File: src/rtl/iob_caravel_cnt_ctrl.sv
// iob_caravel_cnt_ctrl: Wishbone-mapped CTRL/COUNT/CMP/STATUS registers for the Caravel user counter,
// with LA count override, GPIO output enable and compare-match interrupt.
module iob_caravel_cnt_ctrl #(
    parameter int          BITS      = 16,
    parameter logic [31:0] ADDR_BASE = 32'h3000_0000
) (
    input  logic            wb_clk_i,
    input  logic            wb_rst_i,
    input  logic            wbs_stb_i,
    input  logic            wbs_cyc_i,
    input  logic            wbs_we_i,
    input  logic [3:0]      wbs_sel_i,
    input  logic [31:0]     wbs_dat_i,
    input  logic [31:0]     wbs_adr_i,
    output logic            wbs_ack_o,
    output logic [31:0]     wbs_dat_o,
    input  logic [BITS-1:0] la_data_in,
    input  logic [BITS-1:0] la_oenb,
    output logic [BITS-1:0] count_o,
    output logic            io_oeb_o,
    output logic            irq_o
);
    typedef enum logic {IDLE, ACK} state_t;

    state_t          state_q, state_d;
    logic [3:0]      ctrl_q, ctrl_d;
    logic [BITS-1:0] count_q, count_d, cmp_q, cmp_d;
    logic            match_q, match_d;
    logic [31:0]     rdata_q, rdata_d;
    logic [31:0]     wmask, cnt_wr, cmp_wr;
    logic [1:0]      off;
    logic            req, wr, w1c, la_any, en, dir;
    logic            unused_adr;

    assign unused_adr = ^wbs_adr_i[1:0];
    assign off    = wbs_adr_i[3:2];
    assign req    = (state_q == IDLE) && wbs_cyc_i && wbs_stb_i && (wbs_adr_i[31:4] == ADDR_BASE[31:4]);
    assign wr     = req && wbs_we_i;
    assign wmask  = {{8{wbs_sel_i[3]}}, {8{wbs_sel_i[2]}}, {8{wbs_sel_i[1]}}, {8{wbs_sel_i[0]}}};
    assign cnt_wr = (wbs_dat_i & wmask) | (32'(count_q) & ~wmask);
    assign cmp_wr = (wbs_dat_i & wmask) | (32'(cmp_q) & ~wmask);
    assign w1c    = wr && (off == 2'd3) && wbs_sel_i[0] && wbs_dat_i[0];
    assign la_any = ~&la_oenb;
    assign en     = ctrl_q[0];
    assign dir    = ctrl_q[1];

    always_comb begin
        state_d = req ? ACK : IDLE;
        ctrl_d  = (wr && off == 2'd0 && wbs_sel_i[0]) ? wbs_dat_i[3:0] : ctrl_q;
        cmp_d   = (wr && off == 2'd2) ? BITS'(cmp_wr) : cmp_q;
        // LA override beats a same-edge bus write, which beats the free-running step
        count_d = la_any ? ((count_q & la_oenb) | (la_data_in & ~la_oenb))
                : (wr && off == 2'd1) ? BITS'(cnt_wr)
                : en ? (dir ? count_q - BITS'(1) : count_q + BITS'(1))
                : count_q;
        match_d = (en && count_q == cmp_q) || (match_q && !w1c);
        rdata_d = !(req && !wbs_we_i) ? 32'd0
                : (off == 2'd0) ? 32'(ctrl_d)
                : (off == 2'd1) ? 32'(count_d)
                : (off == 2'd2) ? 32'(cmp_d)
                : 32'(match_d);
    end

    always_ff @(posedge wb_clk_i or posedge wb_rst_i) begin
        if (wb_rst_i) begin
            state_q <= IDLE;
            ctrl_q  <= '0;
            count_q <= '0;
            cmp_q   <= '0;
            match_q <= 1'b0;
            rdata_q <= '0;
        end else begin
            state_q <= state_d;
            ctrl_q  <= ctrl_d;
            count_q <= count_d;
            cmp_q   <= cmp_d;
            match_q <= match_d;
            rdata_q <= rdata_d;
        end
    end

    assign wbs_ack_o = (state_q == ACK);
    assign wbs_dat_o = wbs_ack_o ? rdata_q : 32'd0;
    assign count_o   = count_q;
    assign io_oeb_o  = ~ctrl_q[3];
    assign irq_o     = match_q & ctrl_q[2];
endmodule

File: config.mk
export PLATFORM = sky130hd
export DESIGN_NAME = iob_caravel_cnt_ctrl
export DESIGN_NICKNAME = d
export VERILOG_FILES = /design/src/rtl/iob_caravel_cnt_ctrl.sv
export SDC_FILE = /design/constraint.sdc
export NUM_CORES = 1
export LEC_CHECK = 0
export ABC_AREA = 1
export BUFFER_PORTS_ARGS = -buffer_cell sky130_fd_sc_hd__buf_2
export CORE_MARGIN = 5
export CORE_UTILIZATION = 43
export DETAILED_ROUTE_END_ITERATION = 6
export GPL_TIMING_DRIVEN = 0
export PLACE_DENSITY = 0.79
export REMOVE_ABC_BUFFERS = 1
export SLEW_MARGIN = 20
export SYNTH_ARGS = -nofsm -noshare
export SYNTH_HDL_FRONTEND = slang
export SYNTH_SLANG_ARGS = --single-unit
File: constraint.sdc
create_clock -name wb_clk_i -period 4.2 [get_ports wb_clk_i]
set_clock_uncertainty 0.1 [all_clocks]
set_input_delay 0.21 -clock wb_clk_i [delete_from_list [all_inputs] [get_ports wb_clk_i]]
set_output_delay 0.21 -clock wb_clk_i [all_outputs]
set_load 0.01 [all_outputs]
# [After elaboration in Yosys (flattened, before gate mapping)]
# Index checks and enable logic that the tools add are counted.
# Widths: inputs -> output; s select.
[op_classes] addsub=2 multipliers=0 div=0 order_cmp=0 eq_ne=5 shifts=0 mux=12 n_bitwise=13 n_reduce_logical=19
[op_table] op="$mux 16" count=10
[op_table] op="$and 16x16->16" count=5
[op_table] op="$or 16x16->16" count=3
[op_table] op="$not 16->16" count=2
[op_table] op="$eq 28x26->1 const B" count=1
[op_table] op="$add 16x1->16 const B" count=1
[op_table] op="$eq 16x16->1" count=1
[op_table] op="$reduce_and 16->1" count=1
[op_table] op="$sub 16x1->16 const B" count=1
[op_table] op="$logic_and 1x1->1" count=14
[op_table] op="$eq 2x2->1 const B" count=2
[op_table] op="$mux 4" count=1
[op_table] op="$eq 2x1->1 const B" count=1
[op_table] op="$logic_not 1->1" count=2
[op_table] op="$logic_not 2->1" count=1
[op_table] op="$not 1->1" count=2
[op_table] op="$and 1x1->1" count=1
[op_table] op="$logic_or 1x1->1" count=1
[op_table] op="$mux 1" count=1
[word_totals] reg_bits=54 latch_bits=0 ramBits=0 mem_bits_ro=0 input_bits=105 out_inout_bits=51 wordCells=57 mem_count=0

# [Depth between registers and ports, before layout]
[logic_depth] depth_word=15 mapped_depth=14 mapped_depth_nobuf=14

# [Worst setup path after synthesis]
# Ideal clock, no wire load.
[synth_path] kind="reg-to-reg" from="register ctrl_q[1]" to="register rdata_q[5]" setup_ns=0.127 arrival_ns=1.892 t_required_ns=3.973 setup_slack_ns=2.080 path_stages_with_launch=13 path_buffers=0 synth_period_minus_slack_ns=2.120 cell_sequence="dfrtp_1 > ha_1 > nand2_1 > inv_1 > nand2_1 > nand3_1 > or2_2 > nand3_1 > nand3_1 > nand3_1 > nand3_1 > nand2_1 > nor2_1"
[synth_between] elab_chain_cells=7
[synth_lines] item="from (decl)" line_no="26" source="logic [3:0] ctrl_q, ctrl_d;"
[synth_lines] item="from (signal assigned)" line_no="74" source="ctrl_q <= ctrl_d;"
[synth_lines] item="$mux 16 (2 in series)" line_no="54" source=": en ? (dir ? count_q - BITS'(1) : count_q + BITS'(1))"
[synth_lines] item="$mux 16" line_no="53" source=": (wr && off == 2'd1) ? BITS'(cnt_wr)"
[synth_lines] item="$mux 16" line_no="52" source="count_d = la_any ? ((count_q & la_oenb) | (la_data_in & ~la_oenb))"
[synth_lines] item="$mux 16" line_no="59" source=": (off == 2'd1) ? 32'(count_d)"
[synth_lines] item="$mux 16" line_no="58" source=": (off == 2'd0) ? 32'(ctrl_d)"
[synth_lines] item="$mux 16" line_no="57" source="rdata_d = !(req && !wbs_we_i) ? 32'd0"
[synth_lines] item="via rdata_d[5]" line_no="29" source="logic [31:0] rdata_q, rdata_d;"
[synth_lines] item="to (signal assigned)" line_no="78" source="rdata_q <= rdata_d;"
[synth_lines] item="to (decl)" line_no="29"
# The timed path passes the listed nets, and every way through them passes these cells.

# [Worst setup path after layout]
# Same ends and word-level chain as after synthesis.

==> results.cfg <==
[grt]
grt_pass1_vias = 4926
antenna_found_initial = 0
grt-ovfl-total = 0
grt_max_degree = 55
grt.total_usage_pct = 20.5
grt_pass1_wl_um = 23800

[critical_path]
ff2ff_setup_slack_ns = 1.52
crit_top_cell = nand3_1
required_ns = 4.26
end_kind = flop
crit_start = ctrl_q[1]
crit_arrival_ns = 2.75
rr_worst_depth = 12
rr_startpoint = ctrl_q[1]
path_class = flop to flop
crit_end = rdata_q[5]
r2r_end = rdata_q[5]
cp-start-kind = flop
slowest_stage = dfrtp_1
crit_chain = ha_1 > nand2_1 > nor2_1 > nand2_1 > nand3_1 > or2_2 > nand3_1 > nand3_1 > nand3_1 > nand3_1 > nand2_1 > nor2_1
critical_path.max_stage_delay_ns = 0.80
cp_max_fo = 17

[clock_network]
root_buffer = clkbuf_16
clk_path_buf_depth = 2
postCtsSetupRepairBufs = 0
path_clk_slew_ns = 0.07
cts_tree = done
htree_num_levels = 2
cts_buffers = 5
clk-insertion-delay-late_ns = 0.30
cts_sinks = 54

[routing]
vias = 5413
drtIter0Drc = 497
drtAntennaViolNets = 0
wl_per_cell_um = 13.9
routed_wl_um = 14900
drc = 0
drt_pass1_iterations = 5
vias_per_cell = 5.05

[timing]
fin_ws_ns = 1.52
worstMarginPinSlew_ns = 0.810
period_needed_ns = 2.68
period_share_pct = 63.9
rsz0062_at_grt = no
slew_viol_final = 0
finalSetupViolations = 0
fmax_ghz = 0.373
tns_ns = 0
final-hold-violation-count = 0
slew-limit-headroom_pct = 46.0

[logic_synthesis]
yosys_warnings = 0
synth_area_um2 = 5000
synth_cells = 818
synthArstFlopShare_pct = 100
syn_avg_cell_area_um2 = 6.12
ys_seq_area_share_pct = 27.0
synth-main-ff-cell = dfrtp_1
synth_seq_cells = 54
synth_edf_count = 0
synth.distinct_cells = 42

[layout]
stdcell_count = 1071
nets = 1047
fillCellCount = 1202
drive_above_1_share_pct = 16.7
antenna_cells = 0
areaGrowthSynthToFinish_pct = 16.0

[placement]
preCtsSetupSlack_ns = 1.55
placed_cells = 1062
port_buffers = 119
gp_congestion = 0.945
dp_hpwl_um = 11700

[floorplan]
core_area_um2 = 11400
die_w_um = 118
initial_core_util_pct = 43.8
num_rows = 39
die_y_um = 118
ios = 156
die-area_um2 = 13900

[pwr]
irDropWorstVdd_uv = 160
p_per_area_nw_per_um2 = 247
leakagePower_nw = 3.40

[job]
timing.max_cap.violations = 0

[status]
outcome = completed

[min_path]
min_path_type = primary input to flop
==> registers in the layout, indices dropped and copies added, names as in the netlist <==
| name | count |
|---|---|
| wbs_ack_o | 1 |
| cmp_q | 16 |
| ctrl_q | 4 |
| match_q | 1 |
| rdata_q | 16 |
| count_o | 16 |
==> repair_timing <==
| action | 4_1_cts | 5_1_grt |
|---|---|---|
| endpoints found under the setup margin | 0 | 0 |
| hold endpoints to repair | 54 | 0 |
| hold buffers | 1 | 0 |
| gates resized for setup | 0 | 0 |
==> cell type report <==
type                            count  area (µm²)  area share, %
Clock inverter                      2        37.5          0.647
Tap cell                          143         179           3.08
Clock buffer                        6         129           2.22
Multi-Input combinational cell    601        2950           50.8
Timing Repair Buffer              121         617           10.6
Sequential cell                    54        1350           23.3
Inverter                          144         543           9.35
==> stage by stage <==
step / area (µm²) / power (mW) / hold WS [ns] / utilization [%]
after floorplan: 4840 / 0.820 / 0.266 / -
after global placement: 5610 / 0.955 / 0.402 / 49.2
after detailed placement: 5630 / 0.962 / 0.269 / 49.3
after global routing: 5810 / 1.52 / 0.151 / 50.8
after CTS: 5810 / 1.43 / 0.108 / 50.8
final: 5810 / 1.44 / 0.112 / 50.8
==> critical path, delay by kind of cell, from the launching register on <==
kind                     cells  cell delay [ns]
AND/OR/NAND/NOR             11             1.23
flip-flops                   1             0.80
adder cells (fa/ha/maj)      1             0.41
==> power breakdown <==
part           internal, mW  switching (mW)  total (mW)  leakage [nW]
Combinational         0.151           0.239       0.390          2.71
Clock                 0.282           0.195       0.477        0.0771
Sequential            0.534          0.0342       0.568         0.616
Total                 0.967           0.468        1.44          3.40
==> how the worst min path moves through the flow <==
stage / from / slack (ns) / end / cells past startpoint
6_report: wbs_dat_i[4] / 0.11 / cmp_q[4] / 3
5_1_grt: wbs_dat_i[4] / 0.15 / cmp_q[4] / 3
4_1_cts: wbs_dat_i[4] / 0.11 / cmp_q[4] / 3
3_5_place_dp: wb_rst_i / 0.27 / rdata_q[13] / 2
3_3_place_gp: wbs_dat_i[4] / 0.40 / cmp_q[4] / 3
2_1_floorplan: wbs_adr_i[3] / 0.27 / rdata_q[1] / 3
==> synthesized netlist by cell type (4+ instances only) <==
library cell / instances / area [µm²]
clkbuf_1: 8 / 30.0
dfrtp_1: 54 / 1350
nand2_1: 280 / 1050
inv_1: 144 / 541
a22oi_1: 6 / 45.0
ha_1: 14 / 175
mux2_2: 10 / 113
xor2_1: 5 / 43.8
or2_2: 4 / 25.0
nand4_1: 19 / 119
xnor2_1: 6 / 52.6
o21ai_0: 21 / 105
and2_1: 10 / 62.6
nand3_1: 52 / 260
o211ai_1: 9 / 67.6
nor2_1: 88 / 330
nand3b_1: 5 / 37.5
a21oi_1: 22 / 110
nor3_1: 9 / 45.0
buf_2: 6 / 30.0
buf_4: 17 / 128
==> per-layer routing <==
metal | GRT usage [%] | part of all wire, % | vias to the layer above
met1 | 27.6 | 44 | 2471
met3 | 3.80 | 7.1 | 19
met5 | 0 | 0 | -
met4 | 3.44 | 1.2 | 0
met2 | 34.9 | 48 | 191
li1 | - | - | 2732
==> cells by family (layout without fill, tap and decap cells) <==
family          count (synthesis)  after routing  synth area share (%)
other cells                     1             16                0.0749
mux                            11             11                  2.45
buf+inv                       178            273                  15.2
flops                          54             54                  27.0
simple gates                  481            481                  41.6
fa+ha+maj                      15             15                  3.90
xor+xnor                       11             11                  1.93
compound gates                 67             67                  7.80
==> cells in the final DEF (no fill, tap or decap), types with 6 or more instances in the layout <==
| master | Yosys | routed |
|---|---|---|
| nand2_1 | 280 | 280 |
| inv_1 | 144 | 143 |
| buf_2 | 6 | 119 |
| nor2_1 | 88 | 87 |
| dfrtp_1 | 54 | 54 |
| nand3_1 | 52 | 52 |
| a21oi_1 | 22 | 22 |
| o21ai_0 | 21 | 21 |
| nand4_1 | 19 | 19 |
| conb_1 | 1 | 16 |
| ha_1 | 14 | 14 |
| and2_1 | 10 | 10 |
| mux2_2 | 10 | 10 |
| nor3_1 | 9 | 9 |
| o211ai_1 | 9 | 9 |
| xnor2_1 | 6 | 6 |
| a22oi_1 | 6 | 6 |
No activity file was read; power rests on OpenSTA's default activity.
